<file path="src/rtl/alu_result_framer.sv">
// Buffers registered ALU results in a small FIFO and serializes each one as a 13-bit
// UART-style frame: start, result[7:0] LSB first, carry, overflow, even parity, stop.
module alu_result_framer #(
    parameter int unsigned CLKS_PER_BIT = 4,
    parameter int unsigned DEPTH        = 4
) (
    input  logic                   clk,
    input  logic                   rst,
    input  logic                   in_valid,
    output logic                   in_ready,
    input  logic [7:0]             in_result,
    input  logic                   in_carry,
    input  logic                   in_overflow,
    input  logic                   clr_drop,
    output logic                   tx,
    output logic                   busy,
    output logic                   drop_sticky,
    output logic [$clog2(DEPTH):0] fifo_level
);

    localparam int unsigned AW = $clog2(DEPTH);
    localparam int unsigned CW = (CLKS_PER_BIT > 1) ? $clog2(CLKS_PER_BIT) : 1;
    localparam logic [CW-1:0] BAUD_LAST  = CW'(CLKS_PER_BIT - 1);
    localparam logic [AW:0]   LEVEL_FULL = DEPTH[AW:0];

    typedef enum logic {StIdle, StShift} state_e;

    logic [9:0]    mem [DEPTH];
    logic [AW-1:0] wr_ptr_q, rd_ptr_q;
    logic [AW:0]   level_q, level_d;
    logic          drop_q;
    state_e        state_q, state_d;
    logic [12:0]   shreg_q, shreg_d;
    logic [CW-1:0] baud_q, baud_d;
    logic [3:0]    bit_q, bit_d;
    logic          push, pop, fifo_empty;
    logic [9:0]    head;
    logic [12:0]   head_frame;

    assign in_ready   = (level_q != LEVEL_FULL);
    assign push       = in_valid && in_ready;
    assign fifo_empty = (level_q == '0);
    assign head       = mem[rd_ptr_q];
    // Bit 0 leaves first; the shift register refills with ones so tx idles high.
    assign head_frame = {1'b1, ^head, head, 1'b0};

    always_ff @(posedge clk) begin
        if (push) begin
            mem[wr_ptr_q] <= {in_overflow, in_carry, in_result};
        end
    end

    always_comb begin
        level_d = level_q;
        case ({push, pop})
            2'b10:   level_d = level_q + 1'b1;
            2'b01:   level_d = level_q - 1'b1;
            default: ;
        endcase
    end

    always_ff @(posedge clk or posedge rst) begin
        if (rst) begin
            wr_ptr_q <= '0;
            rd_ptr_q <= '0;
            level_q  <= '0;
            drop_q   <= 1'b0;
        end else begin
            if (push) wr_ptr_q <= wr_ptr_q + 1'b1;
            if (pop)  rd_ptr_q <= rd_ptr_q + 1'b1;
            level_q <= level_d;
            // A lost word wins over a simultaneous clear.
            if (in_valid && !in_ready) begin
                drop_q <= 1'b1;
            end else if (clr_drop) begin
                drop_q <= 1'b0;
            end
        end
    end

    always_comb begin
        state_d = state_q;
        shreg_d = shreg_q;
        baud_d  = baud_q;
        bit_d   = bit_q;
        pop     = 1'b0;
        unique case (state_q)
            StIdle: begin
                if (!fifo_empty) begin
                    pop     = 1'b1;
                    shreg_d = head_frame;
                    baud_d  = '0;
                    bit_d   = '0;
                    state_d = StShift;
                end
            end
            StShift: begin
                if (baud_q == BAUD_LAST) begin
                    baud_d = '0;
                    if (bit_q == 4'd12) begin
                        bit_d = '0;
                        if (!fifo_empty) begin
                            pop     = 1'b1;
                            shreg_d = head_frame;
                        end else begin
                            shreg_d = '1;
                            state_d = StIdle;
                        end
                    end else begin
                        shreg_d = {1'b1, shreg_q[12:1]};
                        bit_d   = bit_q + 1'b1;
                    end
                end else begin
                    baud_d = baud_q + 1'b1;
                end
            end
        endcase
    end

    always_ff @(posedge clk or posedge rst) begin
        if (rst) begin
            state_q <= StIdle;
            shreg_q <= '1;
            baud_q  <= '0;
            bit_q   <= '0;
        end else begin
            state_q <= state_d;
            shreg_q <= shreg_d;
            baud_q  <= baud_d;
            bit_q   <= bit_d;
        end
    end

    assign tx          = shreg_q[0];
    assign busy        = (state_q == StShift);
    assign drop_sticky = drop_q;
    assign fifo_level  = level_q;

endmodule
</file>
<file path="config.mk">
export PLATFORM = sky130hd
export DESIGN_NAME = alu_result_framer
export DESIGN_NICKNAME = d
export VERILOG_FILES = /design/src/rtl/alu_result_framer.sv
export SDC_FILE = /design/constraint.sdc
export NUM_CORES = 1
export LEC_CHECK = 0
export ABC_CLOCK_PERIOD_IN_PS = 2900
export CAP_MARGIN = 20
export CORE_ASPECT_RATIO = 1.2
export CORE_MARGIN = 5
export CORE_UTILIZATION = 58
export DETAILED_ROUTE_END_ITERATION = 8
export PLACE_DENSITY = 0.88
export SYNTH_ARGS = -nofsm -noshare
export SYNTH_HDL_FRONTEND = slang
export SYNTH_SLANG_ARGS = --single-unit
</file>
<file path="constraint.sdc">
create_clock -name clk -period 2.9 [get_ports clk]
set_clock_uncertainty 0.15 [all_clocks]
set_input_delay 0.435 -clock clk [delete_from_list [all_inputs] [get_ports clk]]
set_output_delay 0.435 -clock clk [all_outputs]
set_load 0.01 [all_outputs]
</file>
* Yosys cells after proc, flatten, opt, wreduce, memory -nomap -nowiden
Memories as Yosys holds them, arrays and structs flattened.
Cells that the tools add are included.
** Storage, ports and cells
- Bits in registers :: 28
- Bits in writable memories :: 40
- Bits of input ports :: 14
- Word-level logic and storage cells :: 55
- Memories :: 1
** Memory list
- mem :: depth 4, bits a word 10, read ports 1, clocked after Yosys merged registers in 0, write ports 1, RTL line 28 : logic [9:0] mem [DEPTH];
** Cells by class
- $add $sub $neg :: 6
- Equal/unequal tests :: 7
- Muxes and demuxes :: 24
- Bitwise gates (word level) :: 1
- Reductions and logical operators :: 8
** Operator list (count)
- 13-bit two-way mux :: 3
- 13-bit one-hot mux with 2 select lines :: 1
- 12-bit two-way mux :: 1
- 4-bit two-way mux :: 3
- 10-bit parity :: 1
- 1-bit two-way mux :: 9
- 4-bit one-hot mux with 2 select lines :: 1
- 2-bit by 1-bit adder with 2-bit output, second input constant :: 3
- 3-bit one-hot mux with 2 select lines :: 1
- 4-bit by 1-bit adder with 4-bit output, second input constant :: 1
- 2-bit == test, second input constant :: 2
- 4-bit == test, second input constant :: 1
- 2-bit two-way mux :: 2
- 1-bit one-hot mux with 2 select lines :: 2
- 2-bit one-hot mux with 2 select lines :: 1
- 2-bit nonzero test :: 2
- 3-bit by 1-bit adder with 3-bit output, second input constant :: 1
- 3-bit zero test :: 1
- 3-bit inequality test, second input constant :: 1
- 3-bit by 1-bit subtractor with 3-bit output, second input constant :: 1
- 2-bit by 1-bit == test with 1-bit output, second input constant :: 1
- 1-bit logical AND :: 2
- 2-bit by 1-bit inequality test with 1-bit output, second input constant :: 1
- 2-bit inequality test, second input constant :: 1
- 3 further kinds :: 3

* Longest topological paths before layout
Gate-level depths: netlist (run 1).
- Depth after elaboration :: 7
- Depth in mapped cells :: 11
- Gate-level depth less buffers :: 11

* Least setup slack after synthesis (run 1)
Ideal clock, no wire load.
- Path type :: register to register
- Start point :: register bit_q[0]
- End point :: register level_q[2], in the netlist fifo_level[2]
- Library setup time :: 79 ps
- Arrival :: 2119 ps
- Data required time :: 2671 ps
- Path slack :: 552 ps
- Cell stages (with the launch flop) :: 12
- Period minus slack after synthesis :: 2348 ps
- Cell sequence :: dfrtp_1 > inv_1 > ha_1 > and3_1 > nand2_1 > a21oi_1 > ha_1 > inv_1 > fa_1 > xor2_1 > nor2_1 > xor2_1
** Between the ends
- Word-level cells in the longest chain between the ends :: 6
- Elaborated cells between the ends (all ways) :: 8
** Ends and longest elaborated chain
- start: declaration :: RTL line 35 : logic [3:0] bit_q, bit_d;
- start signal: assignment :: RTL line 130 : bit_q <= bit_d;
- 4-bit == test (*) :: RTL line 100 : if (bit_q == 4'd12) begin
- 1-bit two-way mux (*) :: RTL line 100
- 1-bit two-way mux (*) :: RTL line 98 : if (baud_q == BAUD_LAST) begin
- 1-bit one-hot mux with 2 select lines (*) :: RTL line 87 : unique case (state_q)
- 2-bit by 1-bit == test with 1-bit output or 2-bit == test (tied branches) :: RTL line 55 : case ({push, pop})
- 3-bit one-hot mux with 2 select lines or 2-bit nonzero test (tied branches)
- end signal: assignment :: RTL line 71 : level_q <= level_d;
- end: declaration :: RTL line 30 : logic [AW:0] level_q, level_d;
Mark *: on every way between the ends. The rest lies on a longest branch, timed or not.
A chain may end at the register's enable or synchronous reset.

* Worst setup path after layout (run 1)
- Start point :: register rd_ptr_q[0]
- End point :: register shreg_q[11]
** Between the ends
- Word-level cells in the longest chain between the ends :: 6
- Elaborated cells between the ends (all ways) :: 7
** Ends and longest elaborated chain
- start: declaration :: RTL line 29 : logic [AW-1:0] wr_ptr_q, rd_ptr_q;
- start signal: assignment :: RTL line 70 : if (pop) rd_ptr_q <= rd_ptr_q + 1'b1;
- memory 4 x 10 bit (*)
- 10-bit parity (*) :: RTL line 45 : assign head_frame = {1'b1, ^head, head, 1'b0};
- 12-bit two-way mux :: RTL line 102 : if (!fifo_empty) begin
- 13-bit two-way mux :: RTL line 100
- 13-bit two-way mux :: RTL line 98
- 13-bit one-hot mux with 2 select lines (*) :: RTL line 87
- end signal: assignment :: RTL line 128 : shreg_q <= shreg_d;
- end: declaration :: RTL line 33 : logic [12:0] shreg_q, shreg_d;
Mark *: on every way between the ends. The rest lies on a longest branch, timed or not. The select of a mux whose other input is x is not followed.

==> results of run 1 <==
[layout make-up]
class,count,area (sq um)
multi-input cells,109,940
clock inverters,7,92.6
repair buffers,25,238
flip-flops and latches,67,1890
well taps,60,75.1
clock buffers,9,124
inverters,9,33.8
fillers,325,1510
[worst paths after layout]
path                                              start                 endpoint  slack (ps)
worst min register to register   shreg_q[0]$_DFFE_PP1P_   shreg_q[0]$_DFFE_PP1P_         330
min in group asynchronous                           rst  rd_ptr_q[1]$_DFFE_PP0N_         350
worst min-delay path             shreg_q[0]$_DFFE_PP1P_   shreg_q[0]$_DFFE_PP1P_         330
worst max register to register  rd_ptr_q[0]$_DFFE_PP0N_  shreg_q[11]$_DFFE_PP1P_         510
worst max-delay path            rd_ptr_q[0]$_DFFE_PP0N_  shreg_q[11]$_DFFE_PP1P_         510
max in group asynchronous                           rst   shreg_q[5]$_DFFE_PP1P_        1570
[cell families after synthesis]
family	synth area share, %
xor+xnor	4.97
buf+inv	2.68
fa+ha+maj	4.15
compound gates	7.30
simple gates	6.09
flops	65.3
mux	9.54
[metrics by stage]
step | setup slack [ps] | utilization [%] | cells | power (mW) | instance area (sq um)
after floorplan | 552 | - | 192 | 1.60 | 2900
after global placement | 589 | 64.8 | 270 | 1.79 | 3180
after detailed placement | 522 | 64.8 | 270 | 1.81 | 3180
after CTS | 491 | 69.2 | 286 | 2.65 | 3390
after global routing | 302 | 69.2 | 286 | 2.76 | 3390
final | 513 | 69.2 | 286 | 2.62 | 3390
[worst max-delay path, stage by stage (launching register included)]
cell     delay [ps]
dfrtp_1         530
buf_4           240
mux4_1          620
xnor2_1         230
xnor3_1         260
xnor2_1         140
a21oi_1         140
[cell usage after synthesis (3+ instances only)]
cell type	number
edfxtp_1	40
nand2_1	22
o21ai_0	18
dfrtp_1	15
dfstp_2	12
o22ai_1	10
inv_1	9
ha_1	8
mux4_1	8
xnor2_1	8
and3_1	5
clkbuf_1	5
xor2_1	4
a21oi_1	3
nand3_1	3
nor2_1	3
[flip-flops by register name, summed over array words and instances, names as in the netlist]
name / count
wr_ptr_q: 2
fifo_level: 3
rd_ptr_q: 2
baud_q: 2
shreg_q: 12
bit_q: 4
busy: 1
mem: 40
drop_sticky: 1
[routing by layer]
metal  wire length [um]  GRT usage [%]  up-vias  part of all wire, %
met5                  0              0        -                    0
met4                135           10.8        0                  2.8
met3                173           4.04       15                  3.6
met2               2630           29.3       30                   55
met1               1860           20.1      830                   39
li1                   -              -      772                    -
[placed cells by master, fill, tap and decap left out, drive strengths merged, types with 2 or more instances in the layout]
cell type / count
a21oi: 3
a32o: 2
and3: 5
buf: 5
bufinv: 2
clkbuf: 9
clkdlybuf4s50: 20
clkinv: 3
clkinvlp: 2
dfrtp: 15
dfstp: 12
edfxtp: 40
ha: 8
inv: 9
mux4: 10
nand2: 22
nand3: 3
nor2: 3
nor3: 2
o21ai: 18
o22ai: 10
xnor2: 9
xor2: 4
[where the power goes]
group	total [mW]	internal (mW)	switching, mW	leakage [nW]
Combinational	0.523	0.256	0.268	0.573
Clock	0.836	0.480	0.356	0.103
Sequential	1.27	1.18	0.0847	0.670
==> run metrics, run 1 <==
status completed; Setup TNS 0 ps; Syn Area/Cell 15.1 sq um; Data arrival, critical path 2510 ps; TritonCTS Buffers 9; cell taking the most area after synthesis edfxtp_1; Slew headroom 52.3%; CP Launch Type register; Final min period 2390 ps; Detail Placement HPWL 3320 um; Critical Path RT 3030 ps; post-synth cell types 32; Die W 74.5 um; Synth top area share 41.5%; H-tree Lvls 3; initial antenna violation count 0; Root Buffer Master clkbuf_8; syn nets 215; row cnt 28; Worst-path clk slew 70 ps; Lkg Pwr 1.35 nW; # diodes 0; # hold bufs at CTS 0; synth warn 0; clock latency on the worst-skew pair 350 ps; sequential area share after synthesis 65.3%; final wirelength 4800 um; I/O Pins 21; MaxCap Viol Count 0; Final Hold Viols 0; CTS Sinks 67; VDD IR max 0.654 mV; chip height 87.4 um; CP max FO 7; CP endpoint kind register; Post-CTS Setup Bufs 0; global-route wire length before repair 8210 um; CTS tree done; routability cong. 0.768; R2R depth 6; hold crit path type reg2reg; layout cells sized above 1 16.4%; Setup violations, final 0; RSZ-0062 raised after global routing no; All-Layer GR Usage 17.6%; initial core utilization 59.1%; Die Area 0.00652 sq mm; Crit Path Class reg2reg; Synth async-reset ratio 40.3%; WHS 332 ps; fin crit share 82.3%; total number of vias 1647; vias in the first global route 1716; fmax 419 MHz; synth top area cells edfxtp_1 (41%), dfrtp_1 (13%), dfstp_2 (11%), mux4_1 (7.3%), ha_1 (3.5%); largest net degree at the start of global routing 29; Pre-antenna DRT Iters 4; cell area after synthesis 0.00290 sq mm; Port Buffers 20; Post-synth top flop edfxtp_1; Post-CTS Resized 0; Worst Hold Path Cells 2; gr ovfl total 0; Final #Nets 244; Routed Antenna Nets 0; CTS max path bufs 2; Post-synth EDFFs 40; DRC 0; core footprint 0.00490 sq mm; pwr dens 773 mW/mm^2; number of max-slew violations in the final report 0; worst-margin pin slew 715 ps; Mapped Cells 192; DR vias/cell 5.76; Area growth syn-to-layout 17.1%; 1st-iter DRT viols 129; flop and latch count out of synthesis 67; drt wl/cell 16.8 um
No activity file was read; power rests on OpenSTA's default activity.
==> run 2: changes to the inputs <==
--- a/config.mk
+++ b/config.mk
@@ -5,7 +5,7 @@
 export SDC_FILE = /design/constraint.sdc
 export NUM_CORES = 1
 export LEC_CHECK = 0
-export ABC_CLOCK_PERIOD_IN_PS = 2900
+export ABC_CLOCK_PERIOD_IN_PS = 2360
 export CAP_MARGIN = 20
 export CORE_ASPECT_RATIO = 1.2
 export CORE_MARGIN = 5
==> constraint.sdc (replaced) <==
create_clock -name clk -period 2.36 [get_ports clk]
set_clock_uncertainty 0.15 [all_clocks]
set_input_delay 0.354 -clock clk [delete_from_list [all_inputs] [get_ports clk]]
set_output_delay 0.354 -clock clk [all_outputs]
set_load 0.01 [all_outputs]
==> run 2 against run 1 <==
Effect of this change: maximum frequency increased by 4.2%; total power grew 23%; flip-flop and latch count stayed put; count of clock-buffer cells in the layout stayed put; setup slack got worse by 440 ps.
==> run metrics, run 2 (synthesized netlist as in run 1, its figures left out) <==
VDD IR max 1.00 mV (+53%); Routed Antenna Nets 0 (unchanged); global-route wire length before repair 8310 um (+1.2%); layout cells sized above 1 22.7% (+6.3 points); gr ovfl total 0 (unchanged); chip height 87.4 um (unchanged); Setup crit end fifo_level[2]$_DFFE_PP0P_; CTS max path bufs 2 (unchanged); CP startpoint bit_q[1]$_DFFE_PP0P_; reg-to-reg setup timing slack 70 ps (-440 ps); total number of vias 1703 (+3.4%); area of placed instances 0.00327 sq mm (+3.0%); Largest Register mem; DR vias/cell 5.71 (-0.76%); R2R Path End fifo_level[2]$_DFFE_PP0P_; # hold bufs at CTS 0 (unchanged); vias in the first global route 1740 (+1.4%); Slew headroom 55.6% (+3.3 points); total power 3.22 mW (+23%); non-filler cells in the finished layout 298 (+4.2%); most frequent cells in the layout edfxtp_1 (40), nand2_1 (22), clkdlybuf4s50_1 (20); Worst-path clk slew 80 ps (about the same); worst-margin pin slew 664 ps (-51.5 ps); number of max-slew violations in the final report 0 (unchanged); design area 0.00349 sq mm (+2.9%); Internal 2.31 mW (+20%); clock power share 29.4% (-2.5 points); Detail Placement HPWL 3460 um (+4.1%); core footprint 0.00490 sq mm (unchanged); status completed; CP endpoint kind register; DRC 0 (unchanged); row cnt 28 (unchanged); All-Layer GR Usage 18.0% (+0.46 points); Worst Setup Slack, final 68.7 ps (-444 ps); Seq. cell area 0.00189 sq mm (about the same); commonest non-fill, non-tap cell in the layout edfxtp_1; Root Buffer Master clkbuf_8; Die Area 0.00652 sq mm (unchanged); Comb pwr share 23.2% (+3.3 points); clock latency on the worst-skew pair 330 ps (-20 ps); pwr dens 923 mW/mm^2 (+19%); sequential share of power 47.5% (-0.7 points); FF-to-FF Start bit_q[1]$_DFFE_PP0P_; Setup TNS 0 ps (unchanged); Die W 74.5 um (unchanged); WHS 242 ps (-90.0 ps); Final min period 2290 ps (-95.8 ps); max reg flops 40 (unchanged); fillcell total 318 (-2.2%); largest net degree at the start of global routing 28 (-3.4%); fmax 436 MHz (+4.2%); CTS Sinks 67 (unchanged); Regs by FF count mem: 40 flops, shreg_q: 12 flops, bit_q: 4 flops; switching share of total power 28.5% (+1.5 points); Crit Path Class reg2reg; CP Launch Type register; sw power 918 uW (+30%); Final #Nets 256 (+4.9%); routability cong. 0.785 (+2.2%); CTS tree done; R2R depth 11 (+5); initial antenna violation count 0 (unchanged); Data arrival, critical path 2400 ps (-110 ps); placed instance count 281 (+4.1%); Lkg Pwr 1.39 nW (+3.6%); Final Hold Viols 0 (unchanged); I/O Pins 21 (unchanged); TritonCTS Buffers 9 (unchanged); Place WS 27.9 ps (-494 ps); multi-input gate area in the final layout 948 sq um (+0.93%); H-tree Lvls 3 (unchanged); CP max FO 3 (-4); # diodes 0 (unchanged); drt wl/cell 17.7 um (+5.4%); hold crit path type in2async; Critical Path RT 2470 ps (-560 ps); initial core utilization 59.1% (unchanged); Area growth syn-to-layout 20.5%; Setup violations, final 0 (unchanged); 1st-iter DRT viols 121 (-6.2%); final wirelength 5280 um (+9.8%); Final Core Density 71.2% (+2.0 points); fin crit share 97.1% (+15 points); MaxCap Viol Count 0 (unchanged); Port Buffers 20 (unchanged); Pre-antenna DRT Iters 4 (unchanged)
==> run 2: cell types whose count changed in the layout (fill, tap and decap cells not counted), sizes merged <==
| cell | previous run | this run |
|---|---|---|
| inv | 9 | 10 |
| buf | 5 | 17 |
| bufinv | 2 | 1 |
| clkinv | 3 | 1 |
| clkinvlp | 2 | 4 |
==> run 2: area by class of cell <==
cell class                 count  area share, %
timing repair buffer          37           9.75
inverter                       9          0.967
clock buffer                   9           3.55
clock inverter                 7           2.22
sequential                    67           54.2
tap                           60           2.15
multi-input combinational    109           27.2
==> run 2: power by group through the flow <==
stage | sequential, mW | combinational (mW) | clock (mW)
2_1_floorplan | 1.56 | 0.412 | 0
3_3_place_gp | 1.54 | 0.714 | 0
3_5_place_dp | 1.55 | 0.731 | 0
4_1_cts | 1.53 | 0.742 | 0.963
5_1_grt | 1.54 | 0.807 | 1.02
6_report | 1.53 | 0.747 | 0.947
==> run 2: how the worst min path moves through the flow <==
| stage | startpoint | end | slack, ps | cells after the start |
|---|---|---|---|---|
| final | rst | drop_sticky$_DFFE_PP0P_ | 240 | 3 |
| after global routing | rst | fifo_level[0]$_DFFE_PP0P_ | 280 | 3 |
| after CTS | rst | baud_q[1]$_DFFE_PP0P_ | 250 | 3 |
| after detailed placement | shreg_q[0]$_DFFE_PP1P_ | shreg_q[0]$_DFFE_PP1P_ | 320 | 2 |
| after global placement | shreg_q[4]$_DFFE_PP1P_ | shreg_q[4]$_DFFE_PP1P_ | 320 | 2 |
| after floorplan | rst | baud_q[0]$_DFFE_PP0P_ | 250 | 1 |
==> run 2: timing repair <==
action / CTS / global route
setup endpoints to repair: 1 / 1
setup buffers: 0 / 1
resized for setup: 1 / 3
pin swaps: 0 / 2
==> run 2: critical path, stage by stage, from the launching register on <==
cell and delay [ps]:
dfrtp_1 400, inv_1 70, ha_1 150, and3_1 180, nand2_1 90, a21oi_2 160, ha_2 200, inv_1 50
fa_2 330, xor2_1 150, nor2_1 150, xor2_1 150
==> run 2: routing by layer <==
layer	part of all wire, %	vias up	track usage, %	wire length (um)
met5	0	-	0	0
met2	54	43	29.9	2830
met3	3.1	12	3.81	164
li1	-	804	-	-
met1	41	844	21.9	2160
met4	2.3	0	9.22	120
==> run 3: changes to the inputs <==
--- a/config.mk
+++ b/config.mk
@@ -10,8 +10,11 @@
 export CORE_ASPECT_RATIO = 1.2
 export CORE_MARGIN = 5
 export CORE_UTILIZATION = 58
+export CTS_CLUSTER_DIAMETER = 80
 export DETAILED_ROUTE_END_ITERATION = 8
 export PLACE_DENSITY = 0.88
+export RECOVER_POWER = 100
 export SYNTH_ARGS = -nofsm -noshare
 export SYNTH_HDL_FRONTEND = slang
 export SYNTH_SLANG_ARGS = --single-unit
+export TNS_END_PERCENT = 20
==> run 3 against run 2 <==
Effect of this change: sequential share of layout area up 0.61 points; non-clock buffer count unchanged; critical path depth unchanged; final cell count unchanged; first-iteration DRC count unchanged; combinational power down 7.0%; sequential power about the same; maximum frequency up 0.28%; via count down 0.18%; hold slack better by 84 ps; register-to-register slack about the same; total power down 1.5%; critical path type unchanged; critical endpoint unchanged; largest cell class unchanged.
==> run metrics, run 3 (synthesized netlist as in run 1, its figures left out) <==
status completed; worst-margin pin slew 1450 ps (+787 ps); Worst Setup Slack, final 75.2 ps (+6.47 ps); area of placed instances 0.00327 sq mm (unchanged); H-tree Lvls 3 (unchanged); DR vias/cell 5.70 (-0.18%); Root Buffer Master clkbuf_8; core footprint 0.00490 sq mm (unchanged); Place WS 27.9 ps (unchanged); total power 3.18 mW (-1.5%); Setup violations, final 0 (unchanged); # diodes 0 (unchanged); I/O Pins 21 (unchanged); slowest stage cell on the critical path dfrtp_1; Die Area 0.00652 sq mm (unchanged); initial core utilization 59.1% (unchanged); final wirelength 5280 um (about the same); largest net degree at the start of global routing 28 (unchanged); CP max FO 3 (unchanged); Regs by FF count mem: 40 flops, shreg_q: 12 flops, bit_q: 4 flops; Bufs and invs on worst path 2 (unchanged); Final min period 2280 ps (-6.47 ps); pwr dens 920 mW/mm^2 (-0.39%); Largest Register mem; TritonCTS Buffers 9 (unchanged); All-Layer GR Usage 18.0% (unchanged); layout cells sized above 1 18.5% (-4.2 points); CP endpoint kind register; initial antenna violation count 0 (unchanged); total number of vias 1700 (-0.18%); 1st-iter DRT viols 121 (unchanged); Final #Nets 256 (unchanged); clock latency on the worst-skew pair 330 ps (about the same); Detail Placement HPWL 3460 um (unchanged); Routed Antenna Nets 0 (unchanged); Port Buffers 20 (unchanged); Data arrival, critical path 2390 ps (about the same); max reg flops 40 (unchanged); fin crit share 96.8% (-0.27 points); VDD IR max 1.00 mV (about the same); row cnt 28 (unchanged); Die W 74.5 um (unchanged); vias in the first global route 1740 (unchanged); MaxCap Viol Count 0 (unchanged); Critical Path RT 2470 ps (about the same); fmax 438 MHz (+0.28%); CP Launch Type register; CTS Sinks 67 (unchanged); CTS tree done; number of max-slew violations in the final report 0 (unchanged); # hold bufs at CTS 0 (unchanged); hold crit path type reg2reg; WHS 326 ps (+84.0 ps); CTS max path bufs 2 (unchanged); CP peak stage delay 400 ps (about the same); drt wl/cell 17.7 um (about the same); Area growth syn-to-layout 19.2%; Pre-antenna DRT Iters 4 (unchanged); chip height 87.4 um (unchanged); cell family with most CP delay adder cells; Crit Path Class reg2reg; Slew headroom 3.28% (-52 points); design area 0.00345 sq mm (-1.1%); gr ovfl total 0 (unchanged); CP Cell Sequence inv_1 -> ha_1 -> and3_1 -> nand2_1 -> a21oi_2 -> ha_1 -> inv_1 -> fa_2 -> xor2_1 -> nor2_1 -> xor2_1; Lkg Pwr 1.36 nW (-2.4%); Final Hold Viols 0 (unchanged); Worst-path clk slew 80 ps (about the same); routability cong. 0.785 (unchanged); most frequent cells in the layout edfxtp_1 (40), nand2_1 (22), o21ai_0 (18); global-route wire length before repair 8310 um (unchanged); commonest non-fill, non-tap cell in the layout edfxtp_1; DRC 0 (unchanged)
==> run 3: cell types whose count changed in the layout (fill, tap and decap cells not counted), sizes merged <==
cell	change
buf	-10
dlygate4sd3	+16
clkdlybuf4s50	-16
clkbuf	+10
==> run 3: layout make-up <==
class	count	area [sq um]
fillers	327	1450
well taps	60	75.1
multi-input cells	109	946
clock inverters	7	77.6
flip-flops and latches	67	1890
clock buffers	9	124
inverters	9	33.8
repair buffers	37	304
==> run 3: power by group <==
part	leakage, nW	switching (mW)	internal (mW)	total (mW)
clock	0.0881	0.456	0.492	0.949
combinational	0.603	0.380	0.314	0.695
sequential	0.670	0.0813	1.45	1.53
total	1.36	0.918	2.26	3.18
==> run 3: per-layer routing <==
layer	GRT usage, %	wire [um]	vias to the layer above
li1	-	-	804
met1	21.9	2150	837
met2	29.9	2840	46
met3	3.81	175	13
met4	9.22	112	0
met5	0	0	-
==> run 3: what timing repair did <==
| action | CTS | global route |
|---|---|---|
| resized for setup | 1 | 3 |
| pin swaps | 0 | 2 |
| setup endpoints to repair | 1 | 1 |
| buffers inserted | 0 | 1 |
==> run 3: path summary, 6_finish.rpt <==
| check | from | end | slack (ps) | cells past startpoint |
|---|---|---|---|---|
| setup / recovery | bit_q[1]$_DFFE_PP0P_ | fifo_level[2]$_DFFE_PP0P_ | 80 | 11 |
| min in group asynchronous | rst | drop_sticky$_DFFE_PP0P_ | 670 | 3 |
| hold / removal | shreg_q[0]$_DFFE_PP1P_ | shreg_q[0]$_DFFE_PP1P_ | 330 | 2 |
| max in group asynchronous | rst | rd_ptr_q[0]$_DFFE_PP0N_ | 440 | 3 |
| hold reg to reg | shreg_q[0]$_DFFE_PP1P_ | shreg_q[0]$_DFFE_PP1P_ | 330 | 2 |
| setup reg to reg | bit_q[1]$_DFFE_PP0P_ | fifo_level[2]$_DFFE_PP0P_ | 80 | 11 |
==> run 3: tightest hold or removal path, stage by stage, from the launching register on <==
cell and delay (ps):
dfstp_2 370, nand2_1 40, o21ai_0 60
==> run 3: per-stage QoR <==
stage / cells / utilization [%] / setup TNS [ps]
floorplan: 192 / - / 0
global placement: 281 / 66.7 / 0
detailed placement: 281 / 66.7 / 0
CTS: 297 / 70.9 / 0
global route: 298 / 70.4 / -32.8
finish: 298 / 70.4 / 0
